<file path="src/rtl/pixel_pkg.sv">
// Shared constants and types for the RGB-to-grayscale converter.
// Build option GRAY_ROUND_EN selects round-to-nearest in gray_mac.
package pixel_pkg;

  localparam int N_DEF = 450;
  localparam int M_DEF = 600;

  // Luma weights scaled by 256: 77 + 150 + 29 = 256
  localparam logic [15:0] COEF_R = 16'd77;
  localparam logic [15:0] COEF_G = 16'd150;
  localparam logic [15:0] COEF_B = 16'd29;

  localparam logic [1:0] R_IDX = 2'd0;
  localparam logic [1:0] G_IDX = 2'd1;
  localparam logic [1:0] B_IDX = 2'd2;

  typedef enum logic [1:0] {
    IDLE    = 2'd0,
    COLLECT = 2'd1,
    COMPUTE = 2'd2,
    OUTPUT  = 2'd3
  } state_t;

endpackage

</file>
<file path="src/rtl/pixel_grayscaler_gray_mac.sv">
// Combinational weighted sum of one RGB pixel reduced to an 8-bit gray level.
// Build option GRAY_ROUND_EN: round to nearest instead of truncating.
module gray_mac
  import pixel_pkg::*;
(
  input  logic [7:0] r,
  input  logic [7:0] g,
  input  logic [7:0] b,
  output logic [7:0] gray
);

  logic [15:0] sum;

  // Maximum sum is 256*255, so the 16-bit result never wraps, even with +128
  function automatic logic [7:0] scale_gray(input logic [15:0] s);
`ifdef GRAY_ROUND_EN
    return 8'((s + 16'd128) >> 8);
`else
    return s[15:8];
`endif
  endfunction

  assign sum  = COEF_R * {8'h00, r} + COEF_G * {8'h00, g} + COEF_B * {8'h00, b};
  assign gray = scale_gray(sum);

endmodule

</file>
<file path="src/rtl/pixel_grayscaler.sv">
// Frame-level RGB-to-grayscale converter: collects R,G,B bytes, computes gray, hands it off.
// Build option GRAY_ROUND_EN (see gray_mac) changes only the arithmetic, not the timing.
module pixel_grayscaler
  import pixel_pkg::*;
#(
  parameter int N = N_DEF,
  parameter int M = M_DEF
) (
  input  logic       clk,
  input  logic       rst_n,
  input  logic       start,
  input  logic [7:0] in_data,
  input  logic       in_valid,
  output logic       pause,
  output logic [7:0] gray_data,
  output logic       gray_valid,
  input  logic       gray_ready,
  output logic       done
);

  localparam int PIXELS = N * M;
  localparam int CNT_W  = $clog2(PIXELS + 1);

  state_t           state;
  logic [1:0]       byte_idx;
  logic [CNT_W-1:0] pix_cnt;
  logic [7:0]       r;
  logic [7:0]       g;
  logic [7:0]       b;
  logic [7:0]       gray_next;
  logic             last_pix;

  gray_mac u_mac (
    .r    (r),
    .g    (g),
    .b    (b),
    .gray (gray_next)
  );

  assign last_pix   = (pix_cnt == CNT_W'(PIXELS - 1));
  assign pause      = (state != COLLECT);
  assign gray_valid = (state == OUTPUT);
  // done marks the accepting cycle of the final pixel, so it follows gray_ready
  assign done       = (state == OUTPUT) && gray_ready && last_pix;

  always_ff @(posedge clk or negedge rst_n) begin
    if (!rst_n) begin
      state     <= IDLE;
      byte_idx  <= R_IDX;
      pix_cnt   <= '0;
      r         <= 8'h00;
      g         <= 8'h00;
      b         <= 8'h00;
      gray_data <= 8'h00;
    end else begin
      case (state)
        IDLE: begin
          if (start) begin
            state    <= COLLECT;
            byte_idx <= R_IDX;
            pix_cnt  <= '0;
          end
        end
        COLLECT: begin
          if (in_valid) begin
            case (byte_idx)
              R_IDX: begin
                r        <= in_data;
                byte_idx <= G_IDX;
              end
              G_IDX: begin
                g        <= in_data;
                byte_idx <= B_IDX;
              end
              default: begin
                b        <= in_data;
                byte_idx <= R_IDX;
                state    <= COMPUTE;
              end
            endcase
          end
        end
        COMPUTE: begin
          gray_data <= gray_next;
          state     <= OUTPUT;
        end
        OUTPUT: begin
          if (gray_ready) begin
            pix_cnt  <= pix_cnt + 1'b1;
            byte_idx <= R_IDX;
            state    <= last_pix ? IDLE : COLLECT;
          end
        end
        default: state <= IDLE;
      endcase
    end
  end

endmodule

</file>
<file path="config.mk">
export PLATFORM = sky130hd
export DESIGN_NAME = pixel_grayscaler
export DESIGN_NICKNAME = d
export VERILOG_FILES = /design/src/rtl/pixel_pkg.sv /design/src/rtl/pixel_grayscaler_gray_mac.sv /design/src/rtl/pixel_grayscaler.sv
export SDC_FILE = /design/constraint.sdc
export NUM_CORES = 1
export LEC_CHECK = 0
export ABC_AREA = 1
export BUFFER_PORTS_ARGS = -buffer_cell sky130_fd_sc_hd__buf_4
export CORE_ASPECT_RATIO = 0.8
export CORE_MARGIN = 8
export CORE_UTILIZATION = 35
export DETAILED_ROUTE_END_ITERATION = 6
export GPL_TIMING_DRIVEN = 0
export PLACE_DENSITY = 0.51
export SYNTH_ARGS = -nofsm -noshare
export SYNTH_HDL_FRONTEND = slang
export SYNTH_HIERARCHICAL = 1
export SYNTH_SLANG_ARGS = --single-unit
</file>
<file path="constraint.sdc">
create_clock -name clk -period 6 [get_ports clk]
set_input_delay 1.2 -clock clk [delete_from_list [all_inputs] [get_ports clk]]
set_output_delay 1.2 -clock clk [all_outputs]
set_load 0.01 [all_outputs]
</file>
After elaboration in Yosys (flattened, before gate mapping). Index checks and enable logic that the tools add are counted.

Output and inout port bits: 11. Bits of input ports: 13. Register bits: 55. Logic and storage cells: 51.

Bitwise logic cells: 1. Reductions and logical operators: 13. Multipliers: 3. Multiplexer cells: 14. Equality and inequality tests: 10. Add/sub/neg operators: 3.

Operators by type and width (number): $mux W19 (2); $pmux W19 S2 (1); $mul A7 B8 Y15 const A (2); $add A19 B1 Y19 const B (1); $eq A19 B19 Y1 const B (1); $add A15 B16 Y16 (1); $add A16 B13 Y16 (1); $mux W2 (7); $mul A5 B8 Y13 const A (1); $reduce_and A3 Y1 (4); $pmux W2 S4 (1); $reduce_and A4 Y1 (2); $ne A2 B2 Y1 const B (3); $pmux W2 S3 (1); $eq A2 B1 Y1 const B (2); $eq A2 B2 Y1 const B (2); $logic_not A2 Y1 (2); $ne A2 B1 Y1 const B (2); $pmux W2 S2 (1); $reduce_bool A3 Y1 (1); $logic_and A1 B1 Y1 (2); $reduce_bool A2 Y1 (1); $reduce_or A2 Y1 (1); $mux W1 (1); $not A1 Y1 (1).

Longest topological paths before layout. Gate-level depths: netlist of the first run.

Depth after elaboration: 5. Depth in mapped cells: 29. Depth with buffers taken out: 29.

Hierarchy. The synthesis of the first run kept the hierarchy.

By module, submodules not included: gray_mac (cells an instance 417, area an instance 3415.8 um^2, times used 1, sequential area each 0.0 um^2); pixel_grayscaler (cells an instance 314, area an instance 2760.1 um^2, times used 1, sequential area each 1376.3 um^2).

Worst setup path before layout of the first run. No wires, ideal clock.

Path type: register to register. From: register g[5]. To: register gray_data[7]. Buffers on the path: 0. Period minus slack after synthesis: 6.030 ns. Setup time: 0.125 ns. Stages on the path, launching flop included: 30. Path slack: -0.030 ns. Arrival time: 5.905 ns. Required time: 5.875 ns. Cell sequence: dfrtp_1 ha_1 ha_1 ha_1 inv_1 fa_1 inv_1 ha_1 a21oi_1 o21ai_1 a21oi_1 xnor2_1 fa_1 fa_1 inv_1 fa_1 fa_1 inv_1 ha_1 nand2_1 nand2_1 nand2_1 nand2_1 nand2_1 nand2_1 a21oi_1 inv_1 nand2_1 nand2_1 mux2_2.

Longest elaborated chain between the ends: 3.

Ends and longest elaborated chain: start: declaration (line pixel_grayscaler.sv:28) `logic [7:0] g;`; start signal: assignment (line pixel_grayscaler.sv:72) `g <= in_data;`; $mul A7 B8 Y15 (line pixel_grayscaler_gray_mac.sv:23) `assign sum = COEF_R * {8'h00, r} + COEF_G * {8'h00, g} + COEF_B * {8'h00, b};`; $add A15 B16 Y16 (line pixel_grayscaler_gray_mac.sv:23); $add A16 B13 Y16 (line pixel_grayscaler_gray_mac.sv:23); named net gray_next[7] (line pixel_grayscaler.sv:30) `logic [7:0] gray_next;`; end signal: assignment (line pixel_grayscaler.sv:84) `gray_data <= gray_next;`; end: declaration (line pixel_grayscaler.sv:15) `output logic [7:0] gray_data,`.

The timed path passes the listed nets, and every way through them passes these cells. A chain may end at the register's enable or synchronous reset.

Final worst setup path of the first run.
From: register g[4]. To: register gray_data[7].

Same word-level chain as after synthesis.

==> results of run 1 <==
## layer usage
metal | vias up | track usage, %
met5 | - | 0
met4 | 0 | 2.248
met3 | 4 | 2.069
met2 | 68 | 18.14
met1 | 2174 | 19.94
li1 | 2385 | -
## worst max-delay path: cells and delay by family (launching register included)
kind,cells,cell delay [ns]
buffers and inverters,6,0.35
and+or+nand+nor,8,0.46
DFF,1,0.44
adders and majority gates,10,3.94
xor gates and xnor gates,1,0.16
muxes,1,0.25
AOI/OAI and AO/OA,1,0.15
## through the flow
stage          util (%)  instances  setup TNS, ns  instance area, µm²  hold WS [ns]
3_3_place_gp      38.36        979         -1.746                6646        0.4914
6_report          40.96       1000              0                7096        0.5111
4_1_cts           40.39        997              0                6997        0.5191
5_1_grt           40.96       1000       -0.09510                7096        0.5434
3_5_place_dp      38.36        979         -1.839                6646        0.5021
2_1_floorplan         -        731              0                6192        0.4750
## registers in the layout (all words and copies together) (netlist names)
| name | cells |
|---|---|
| state | 2 |
| b | 8 |
| r | 8 |
| pix_cnt | 19 |
| byte_idx | 2 |
| g | 8 |
| gray_data | 8 |
## cell families after synthesis
family                     Yosys count
AOI/OAI and AO/OA                   77
xor gates and xnor gates            14
adders and majority gates          146
buffers and inverters              156
DFF                                 55
muxes                                8
and+or+nand+nor                    275
## cell type report
class / count / area share, %
multi-input cells: 520 / 61.74
flip-flops and latches: 55 / 19.47
inverters: 149 / 7.882
well taps: 225 / 3.968
repair buffers: 36 / 3.862
clock buffers: 5 / 1.763
plain buffers: 7 / 0.8464
clock inverters: 3 / 0.4761
## how the worst max path moves through the flow
stage	slack, ns	to
6_report	0.12	gray_data[7]
5_1_grt	-0.08	gray_data[7]
4_1_cts	0.02	gray_data[7]
3_5_place_dp	-0.41	gray_data[7]
3_3_place_gp	-0.38	gray_data[7]
2_1_floorplan	0.06	gray_data[7]
## cell usage in the layout, fill, tap and decap left out, types with 12 or more instances in the layout
master / synthesis / routed
ha_1: 91 / 82
a21oi_1: 28 / 21
o21ai_1: 17 / 16
nor2_1: 52 / 51
nand4_1: 12 / 12
buf_4: 1 / 36
nand3_1: 30 / 29
o21ai_0: 20 / 19
nand2_2: 11 / 15
nand2_1: 140 / 134
dfrtp_1: 55 / 51
fa_1: 55 / 55
inv_1: 145 / 142
## repair_timing
item	4_1_cts	5_1_grt
buffers inserted	10	3
resized for setup	22	19
pin swaps	16	19
endpoints found under the setup margin	7	8
==> results.md, run 1 <==
- Layout area overhead: 14.89%
- Endpoint of the worst hold path: gray_data[6]
- Starting Density: between 30% and 40%
- I/O pins: 24
- DR WL met2: roughly 5500 µm
- Critical Path Max Stage Delay: approximately 0.57 ns
- Largest net degree at the start of global routing: 56
- Reg2reg path depth: 27
- Slew margin rel.: 51.64%
- Crit path top cell by count: nand2_1
- Number of synthesized flops with an enable pin: 0
- Worst-path maximum fanout: 5
- Inserted Diodes: 0
- DP HPWL: 11200 µm
- Initial antenna violation count: 0
- Hold Crit Start: gray_data[6]
- H-tree lvl count: 2
- Die H: 134.8 µm
- Area leader, netlist: dfrtp_1
- Row count: 43
- Reg2Reg Setup Slack: 0.12 ns
- Largest family of logic cells by synthesized area: adder cells
- Critical path class: reg2reg
- Total gr overflow: 0
- Post-Place Setup Slack: -0.4149 ns
- Syn Std Cell Area: between 0.006 and 0.007 mm²
- Die Span X: roughly 160 µm
- RR Startpoint: g[4]
- DR iter-0 viols: 214
- Commonest cells post-synth: 145 x inv_1, 140 x nand2_1, 91 x ha_1, 55 x dfrtp_1, 55 x fa_1
- Status: finished clean
- Period utilization: 98.01%
- Crit path launch: g[4]
- Hold-critical path depth: 1
- Combined flip-flop and latch cell area: 0.001381 mm²
- Clock buffer depth: 2
- Peak Freq: roughly 0.17 GHz
- Vias post-DR: 4631
- Setup violations, final: 0
- Adder-Cell Fraction of Synth Area: 36.26%
- Share of cells above drive strength 1: 17.29%
- TritonCTS clock tree: yes
- Worst-path clk slew: ~0.080 ns
- Worst Path Arrival: 6.06 ns
- Final Max Tran Viols: 0
- Area of the core: around 0.017 mm²
- Number of antenna-violating nets in the routed design: 0
- Min Tclk post-route: 5.881 ns
- WL met3: 467 µm
- Nets: 933
- Multi-input logic area: 0.004380 mm²
- Max Clock Skew: ~0.014 ns
- Synth Area in Compound Gates: 6.848%
- Gate Count Post-Synth: 731
- Post-synthesis simple-gate area fraction: 21.13%
- Synth Area in XOR/XNOR: under 10%
- CP Data Required Time: 6.18 ns
- Clk Latency, worst-skew pair: between 0.3 and 0.4 ns
- DR vias/cell: 4.631
- HP Class: reg2reg
- Placer Congestion: 0.8640
- Drt pass-1 iters: 6
- Root buf cell: clkbuf_16
- CTS sink count: 55
- First-pass GRT wire length: 23130 µm
- Netlist cell types: 37
- Async S/R FF share, synth: 100.0%
- Post-synth top area share: 22.29%
- Yosys warning count: 6
- Vias in the first global route: 4660
- Hold_buf cts: 0
- WL met1: between 7000 and 8000 µm
- FF+latch count, synth: 55
- Max Cap Viol: 0
- GRT Resource Usage Total: approximately an eighth
- Startpoint types: flip-flop
- Syn Area/Cell: roughly 8.4 µm²
- Synth Flop Type: dfrtp_1
- DRC: 0
- Sequential area share after synthesis: between 20% and 30%
- CP max-delay cell: fa_1
- Die ar.: 0.02218 mm²
- Fillers: 1764
- Top cells by area, synth: dfrtp_1 22%, ha_1 18%, fa_1 18%, inv_1 8.8%, nand2_1 8.5%
- Final Hold Vio Count: 0
- Most frequent cell after synthesis: inv_1
- Nature of the critical path endpoint: flip-flop
- Reg2reg end: gray_data[7]
- RSZ-0062 raised after global routing: true
- Final WL: 13620 µm
- WL/cell: between 10 and 15 µm
- Syn_nets: 890
- Tightest Pin Transition: between 0.7 and 0.8 ns
- Post-synthesis mux area share: around 1.5%
- Worst setup margin: 0.1194 ns
- Max Used Layer: met4
- Total CTS buffers: 5
- Port bufs: 23
Power of run 1 is left out: the tool's default activity adds up to more than one toggle a clock period on the data nets, which glitch-free logic cannot reach.
==> run 2, diff against run 1 <==
--- a/config.mk
+++ b/config.mk
@@ -5,14 +5,14 @@
 export SDC_FILE = /design/constraint.sdc
 export NUM_CORES = 1
 export LEC_CHECK = 0
-export ABC_AREA = 1
+export ABC_AREA = 0
 export BUFFER_PORTS_ARGS = -buffer_cell sky130_fd_sc_hd__buf_4
 export CORE_ASPECT_RATIO = 0.8
 export CORE_MARGIN = 8
 export CORE_UTILIZATION = 35
 export DETAILED_ROUTE_END_ITERATION = 6
 export GPL_TIMING_DRIVEN = 0
-export PLACE_DENSITY = 0.51
+export PLACE_DENSITY = 0.58
 export SYNTH_ARGS = -nofsm -noshare
 export SYNTH_HDL_FRONTEND = slang
 export SYNTH_HIERARCHICAL = 1
==> run 2 against run 1 <==
The flow now finishes with violations (negative setup slack); first-iteration DRC count is 1.4% lower; clock skew is 0.0076 ns lower; register-to-register slack worse by 0.29 ns; flip-flop and latch count stayed put; fmax is 4.6% lower; wire length is 11% lower; count of clock-buffer cells in the layout is 1 higher; final area is 7.3% lower; critical endpoint unchanged.
==> results.md, run 2 <==
- Worst Path Arrival: 6.36 ns (+0.30 ns)
- RR Startpoint: g[4]
- Sequential area share after synthesis: 24.34% (+2.1 points)
- I/O pins: 24 (unchanged)
- Slew margin rel.: 38.20% (-13 points)
- Critical Path Max Stage Delay: 0.52 ns (-0.05 ns)
- CTS sink count: 55 (unchanged)
- Netlist cell types: 50 (+35%)
- Port bufs: 23 (unchanged)
- Status: finished with violations
- Placer Congestion: 0.7686 (-11%)
- Syn Area/Cell: 10.53 µm² (+25%)
- Post-synth top area share: 24.34% (+2.1 points)
- DR vias/cell: 4.919 (+6.2%)
- First-pass GRT wire length: 21010 µm (-9.2%)
- Syn_nets: 696 (-22%)
- DP HPWL: 9398 µm (-16%)
- Final Hold Vio Count: 0 (unchanged)
- Reg2Reg Setup Slack: -0.17 ns (-0.29 ns)
- Final WL: 12070 µm (-11%)
- Yosys warning count: 6 (unchanged)
- Commonest cells post-synth: 96 x inv_1, 91 x ha_1, 55 x dfrtp_1, 55 x fa_1, 33 x mux2_2
- Crit-path cells: ha_4, ha_4, inv_2, fa_1, inv_1, fa_1, ha_4, xor2_2, fa_2, fa_1, inv_1, fa_2, fa_1, inv_2, ha_4, nand2_2, or3_4, o211a_4, a21o_1, xnor3_1, mux2_4
- Share of cells above drive strength 1: 19.90% (+2.6 points)
- Tightest Pin Transition: 0.9220 ns (+0.1965 ns)
- GRT Resource Usage Total: 12.98% (+0.19 points)
- Clk Latency, worst-skew pair: 0.31 ns (about the same)
- Total gr overflow: 0 (unchanged)
- Worst-path maximum fanout: 4 (-1)
- Drt pass-1 iters: 4 (-2)
- Starting Density: 35.79% (+0.14 points)
- Die Span X: 158.1 µm (-3.9%)
- H-tree lvl count: 2 (unchanged)
- Largest net degree at the start of global routing: 56 (unchanged)
- Worst-path clk slew: 0.08 ns (about the same)
- Min Tclk post-route: 6.166 ns (+0.2855 ns)
- Fillers: 1577 (-11%)
- Worst setup margin: -0.1661 ns (-0.2855 ns)
- Multi-input logic area: 0.004143 mm² (-5.4%)
- Gate Count Post-Synth: 537 (-27%)
- Hold_buf cts: 0 (unchanged)
- Nature of the critical path endpoint: flip-flop
- Peak Freq: 0.1622 GHz (-4.6%)
- Bufs and invs on worst path: 4 (-2)
- Initial antenna violation count: 0 (unchanged)
- FF+latch count, synth: 55 (unchanged)
- Max reg flops: 19 (unchanged)
- Clock buffer depth: 2 (unchanged)
- Vias in the first global route: 4233 (-9.2%)
- Startpoint types: flip-flop
- CP Data Required Time: 6.19 ns (about the same)
- Endpoint of the worst hold path: gray_data[7]
- HP Class: reg2reg
- Area leader, netlist: dfrtp_1
- Most frequent cell after synthesis: inv_1
- Leading cell type in the layout, fill and taps excluded: inv_1
- Top cells by area, synth: dfrtp_1 24%, ha_1 20%, fa_1 19%, mux2_2 6.6%, inv_1 6.4%
- Max Clock Skew: 0.006283 ns (-0.007573 ns)
- Number of antenna-violating nets in the routed design: 0 (unchanged)
- Setup violations, final: 5 (+5)
- Final core utilization: 41.65% (+0.69 points)
- Period utilization: 102.8% (+4.8 points)
- Total CTS buffers: 5 (unchanged)
- Hold-critical path depth: 1 (unchanged)
- Max Cap Viol: 0 (unchanged)
- Syn Std Cell Area: 0.005654 mm² (-8.4%)
- Violated checks: negative setup slack
- Row count: 41 (-4.7%)
- Reg2reg end: gray_data[7]
- Die ar.: 0.02050 mm² (-7.6%)
- Die H: 129.7 µm (-3.8%)
- Critical path class: reg2reg
- Commonest cells after routing, fill and taps aside: 92 x inv_1, 80 x ha_1, 53 x fa_1, 52 x dfrtp_1, 31 x buf_4
- Inserted Diodes: 0 (unchanged)
- CP delay by family, top: adder cells
- Final Max Tran Viols: 0 (unchanged)
- Root buf cell: clkbuf_16
- Layout area overhead: 16.38%
- Combined flip-flop and latch cell area: 0.001380 mm² (about the same)
- Async S/R FF share, synth: 100.0% (unchanged)
- DRC: 0 (unchanged)
- TritonCTS clock tree: yes
- Synth Flop Type: dfrtp_1
- Number of synthesized flops with an enable pin: 0 (unchanged)
- Area of the core: 0.01580 mm² (-8.8%)
- Vias post-DR: 3901 (-16%)
- Nets: 736 (-21%)
- RSZ-0062 raised after global routing: true
- DR iter-0 viols: 211 (-1.4%)
- Hold Crit Start: gray_data[7]
- WL/cell: 15.22 µm (+12%)
- Reg2reg path depth: 21 (-22%)
- CP max-delay cell: fa_1
- Biggest register: pix_cnt
run 2: cell count changes after synthesis, sizes merged, moves of 8 or more:
cell and change:
nand2 -133, inv -53, nor2 -49, mux2 +25, nand3 -20, o21ai -18, a21oi -9, o31ai +8
or4 +8
run 2: per-layer routing:
metal,vias to the layer above,global-route usage (%),part of all wire [%]
met5,-,0,0
met4,0,3.431,0.68
met3,5,1.864,2.5
met2,40,20.27,45
met1,1931,18.45,52
li1,1925,-,-
run 2: final cells by class:
type | instances | share of cell area (%)
Multi-Input combinational cell | 381 | 62.96
Inverter | 96 | 5.476
Buffer | 5 | 0.3993
Timing Repair Buffer | 33 | 3.879
Clock buffer | 6 | 1.959
Tap cell | 215 | 4.088
Sequential cell | 55 | 20.97
Clock inverter | 2 | 0.2662
run 2: how the worst max path moves through the flow:
stage                        end  depth (start not counted)  startpoint  slack [ns]
floorplan           gray_data[7]                         23        g[5]       -0.10
global placement    gray_data[7]                         21        g[4]       -0.41
detailed placement  gray_data[7]                         23        g[5]       -0.42
CTS                 gray_data[7]                         21        g[4]       -0.26
global route        gray_data[7]                         21        g[4]       -0.33
finish              gray_data[7]                         21        g[4]       -0.17
run 2: worst reg2reg max path: cells and delay by family, from the launching register on:
kind	cells	cell delay [ns]
buffers and inverters	4	0.19
AND/OR/NAND/NOR	2	0.44
flip-flops	1	0.45
AO/OA/AOI/OAI	2	0.44
adder cells (fa/ha/maj)	10	3.92
multiplexers	1	0.26
XOR/XNOR	2	0.35
run 2: through the flow:
| step | instances | worst slack, ns | TNS (ns) | instance area (µm²) | hold WS (ns) |
|---|---|---|---|---|---|
| floorplan | 537 | -0.1008 | -0.1063 | 5715 | 0.5128 |
| global placement | 775 | -0.4093 | -1.505 | 6157 | 0.4954 |
| detailed placement | 775 | -0.4232 | -1.580 | 6157 | 0.5001 |
| CTS | 792 | -0.2551 | -0.8484 | 6525 | 0.5208 |
| global route | 793 | -0.3266 | -1.202 | 6580 | 0.5286 |
| finish | 793 | -0.1661 | -0.3955 | 6580 | 0.5153 |
run 2: repair_timing:
item / 4_1_cts / 5_1_grt
hold endpoints to repair: 0 / 0
setup endpoints to repair: 5 / 5
resized for setup: 30 / 11
buffers inserted: 9 / 1
cloned: 0 / 0
pin swaps: 21 / 21
run 2: kinds of logic (layout without fill, tap and decap cells):
kind of cell               after synthesis  after routing  synth area share (%)
AOI/OAI and AO/OA                       86             86                 9.958
buffers and inverters                  101            142                 6.838
DFF                                     55             55                 24.34
muxes                                   35             35                 6.926
and+or+nand+nor                         98             98                 9.604
xor gates and xnor gates                16             16                 2.722
adders and majority gates              146            146                 39.61
Power of run 2 is left out for the same reason.
==> run 3, diff against run 2 <==
--- a/config.mk
+++ b/config.mk
@@ -15,5 +15,4 @@
 export PLACE_DENSITY = 0.58
 export SYNTH_ARGS = -nofsm -noshare
 export SYNTH_HDL_FRONTEND = slang
-export SYNTH_HIERARCHICAL = 1
 export SYNTH_SLANG_ARGS = --single-unit
==> run 3 against run 2 <==
The run still ends with negative setup slack left; critical path depth grew 3; utilization up 0.88 points; flip-flop and latch count did not move; worst hold slack worse by 0.0014 ns; via count up 1.6%; global-route usage up 0.20 points; clock skew decreased by 0.0010 ns; fmax increased by 1.8%; worst setup slack improved by 0.11 ns; synthesized cell count rose by 3.7%; highest routed layer unchanged.
==> results.md, run 3 <==
- Max Cap Viol: 0 (unchanged)
- Final WL: 11910 µm (-1.3%)
- Inserted Diodes: 0 (unchanged)
- Initial antenna violation count: 0 (unchanged)
- Biggest register: pix_cnt
- Die Span X: 158.6 µm (+0.30%)
- Combined flip-flop and latch cell area: 0.001380 mm² (unchanged)
- DR iter-0 viols: 219 (+3.8%)
- FF+latch count, synth: 55 (unchanged)
- Syn Area/Cell: 10.22 µm² (-3.0%)
- Worst setup margin: -0.05861 ns (+0.1075 ns)
- DR vias/cell: 4.846 (-1.5%)
- Min Tclk post-route: 6.059 ns (-0.1075 ns)
- Share of cells above drive strength 1: 22.22% (+2.3 points)
- Total CTS buffers: 5 (unchanged)
- Placer Congestion: 0.7863 (+2.3%)
- Setup violations, final: 2 (-3)
- DR WL met2: 5493 µm (+1.2%)
- Nature of the critical path endpoint: flip-flop
- Clk Latency, worst-skew pair: 0.31 ns (about the same)
- Critical path class: reg2reg
- Hold_buf cts: 0 (unchanged)
- Reg2Reg Setup Slack: -0.06 ns (+0.11 ns)
- Area leader, netlist: dfrtp_1
- Multi-input logic area: 0.004262 mm² (+2.9%)
- Gate Count Post-Synth: 557 (+3.7%)
- Post-synth top area share: 24.18% (-0.16 points)
- Netlist cell types: 55 (+10%)
- TritonCTS clock tree: yes
- Most frequent cell after synthesis: inv_1
- Reg2reg end: gray_data[5]
- DRC: 0 (unchanged)
- Yosys warning count: 0 (-6)
- Die ar.: 0.02062 mm² (+0.59%)
- DP HPWL: 9462 µm (+0.68%)
- Max Clock Skew: 0.005249 ns (-0.001034 ns)
- Starting Density: 35.91% (+0.12 points)
- Status: finished with violations
- Worst-path clk slew: 0.08 ns (about the same)
- Syn Std Cell Area: 0.005692 mm² (+0.66%)
- HP Class: reg2reg
- Peak Freq: 0.1651 GHz (+1.8%)
- Syn_nets: 716 (+2.9%)
- Drt pass-1 iters: 5 (+1)
- Worst-path maximum fanout: 3 (-1)
- Root buf cell: clkbuf_16
- Endpoint of the worst hold path: gray_data[3]
- Area of the core: 0.01585 mm² (+0.32%)
- Sequential area share after synthesis: 24.18% (-0.16 points)
- Commonest cells post-synth: 96 x inv_1, 91 x ha_1, 55 x dfrtp_1, 55 x fa_1, 37 x nand2_1
- Leading cell type in the layout, fill and taps excluded: inv_1
- GRT Resource Usage Total: 13.18% (+0.20 points)
- Vias in the first global route: 4341 (+2.6%)
- Row count: 41 (unchanged)
- Final Max Tran Viols: 0 (unchanged)
- CTS sink count: 55 (unchanged)
- Top cells by area, synth: dfrtp_1 24%, ha_1 20%, fa_1 19%, inv_1 6.3%, mux2_2 4.9%
- Hold-critical path depth: 1 (unchanged)
- Die H: 130.1 µm (+0.29%)
- Slew margin rel.: 52.26% (+14 points)
- RR Startpoint: g[3]
- Final Hold Vio Count: 0 (unchanged)
- CP Data Required Time: 6.19 ns (about the same)
- Vias post-DR: 3964 (+1.6%)
- Period utilization: 101.0% (-1.8 points)
- Port bufs: 23 (unchanged)
- Reg2reg path depth: 24 (+14%)
- Async S/R FF share, synth: 100.0% (unchanged)
- Worst hold slack: 0.5139 ns (-0.001386 ns)
- H-tree lvl count: 2 (unchanged)
- Commonest cells after routing, fill and taps aside: 90 x inv_1, 79 x ha_1, 54 x fa_1, 52 x dfrtp_1, 35 x buf_4
- Violated checks: negative setup slack
- Worst Path Arrival: 6.25 ns (-0.11 ns)
- Number of antenna-violating nets in the routed design: 0 (unchanged)
- Number of synthesized flops with an enable pin: 0 (unchanged)
- Fillers: 1516 (-3.9%)
- Total gr overflow: 0 (unchanged)
- Max Used Layer: met4
- WL/cell: 14.56 µm (-4.3%)
- Layout area overhead: 18.44%
- Nets: 761 (+3.4%)
- Startpoint types: flip-flop
- Max reg flops: 19 (unchanged)
- Hold Crit Start: gray_data[3]
- WL met1: 6003 µm (-3.9%)
- Largest net degree at the start of global routing: 56 (unchanged)
- Tightest Pin Transition: 0.7161 ns (-0.2059 ns)
- WL met3: 317 µm (+3.3%)
- Synth Flop Type: dfrtp_1
- First-pass GRT wire length: 21450 µm (+2.1%)
- RSZ-0062 raised after global routing: true
- I/O pins: 24 (unchanged)
- Clock buffer depth: 2 (unchanged)
-- run 3: cell types whose count changed in the layout (fill, tap and decap cells not counted), moves of 5 or more --
cell and change:
a21oi_1 -7, a22o_1 -5, and3_1 +5, mux2_2 -5, nand2_1 +12, nor2_1 +17
o31ai_1 -8, or4_1 -7, xor2_1 +10
-- run 3: worst max path at each step --
stage	from	to	slack [ns]	cells past startpoint
floorplan	g[4]	gray_data[7]	-0.002	24
global placement	g[3]	gray_data[5]	-0.42	24
detailed placement	g[5]	gray_data[4]	-0.47	23
CTS	g[3]	gray_data[5]	-0.03	24
global route	g[4]	gray_data[6]	-0.25	24
finish	g[3]	gray_data[5]	-0.06	24
-- run 3: stage by stage --
stage                     std cells  instance area, µm²  utilization, %  worst slack, ns  setup TNS (ns)
after floorplan                 557                5751               -        -0.002037       -0.002037
after global placement          795                6192           39.06          -0.4186          -2.213
after detailed placement        795                6192           39.06          -0.4660          -2.506
after CTS                       814                6606           41.68         -0.02766        -0.02766
after global routing            818                6741           42.53          -0.2460          -1.052
final                           818                6741           42.53         -0.05861        -0.09000
-- run 3: repair_timing --
item,in CTS,in global routing
setup buffers,11,4
setup endpoints to repair,7,6
cloned,0,0
pin swaps,31,22
resized for setup,35,24
-- run 3: critical path: stages (launching register included) --
cell	delay, ns
dfrtp_2	0.44
ha_4	0.28
ha_4	0.20
ha_4	0.26
inv_2	0.03
fa_1	0.51
inv_2	0.05
ha_4	0.28
nand2_4	0.06
o21ai_4	0.15
nor2_4	0.06
xnor2_4	0.17
fa_1	0.46
fa_1	0.51
inv_1	0.05
fa_1	0.49
inv_2	0.04
fa_1	0.48
ha_4	0.33
nand2_4	0.05
a21oi_4	0.19
a21bo_4	0.18
a21oi_4	0.07
o2111a_1	0.24
or3_1	0.31
-- run 3: kinds of logic after synthesis --
family / Yosys count / synth area share (%)
adders and majority gates: 146 / 39.35
xor gates and xnor gates: 26 / 4.001
and+or+nand+nor: 123 / 10.64
DFF: 55 / 24.18
AOI/OAI and AO/OA: 77 / 9.563
buffers and inverters: 102 / 6.793
muxes: 28 / 5.474
-- run 3: metal layers --
metal,GRT usage [%],vias to the layer above
met5,0,-
met4,2.490,0
met3,2.479,7
met2,21.26,43
met1,18.19,1957
li1,-,1957
-- run 3: cell type report --
type                            instances  area share (%)
Tap cell                              215           3.990
Timing Repair Buffer                   38           4.399
Buffer                                  6          0.3898
Clock inverter                          3          0.3341
Multi-Input combinational cell        400           63.21
Clock buffer                            5           1.856
Sequential cell                        55           20.47
Inverter                               96           5.345
Power of run 3 is left out for the same reason.
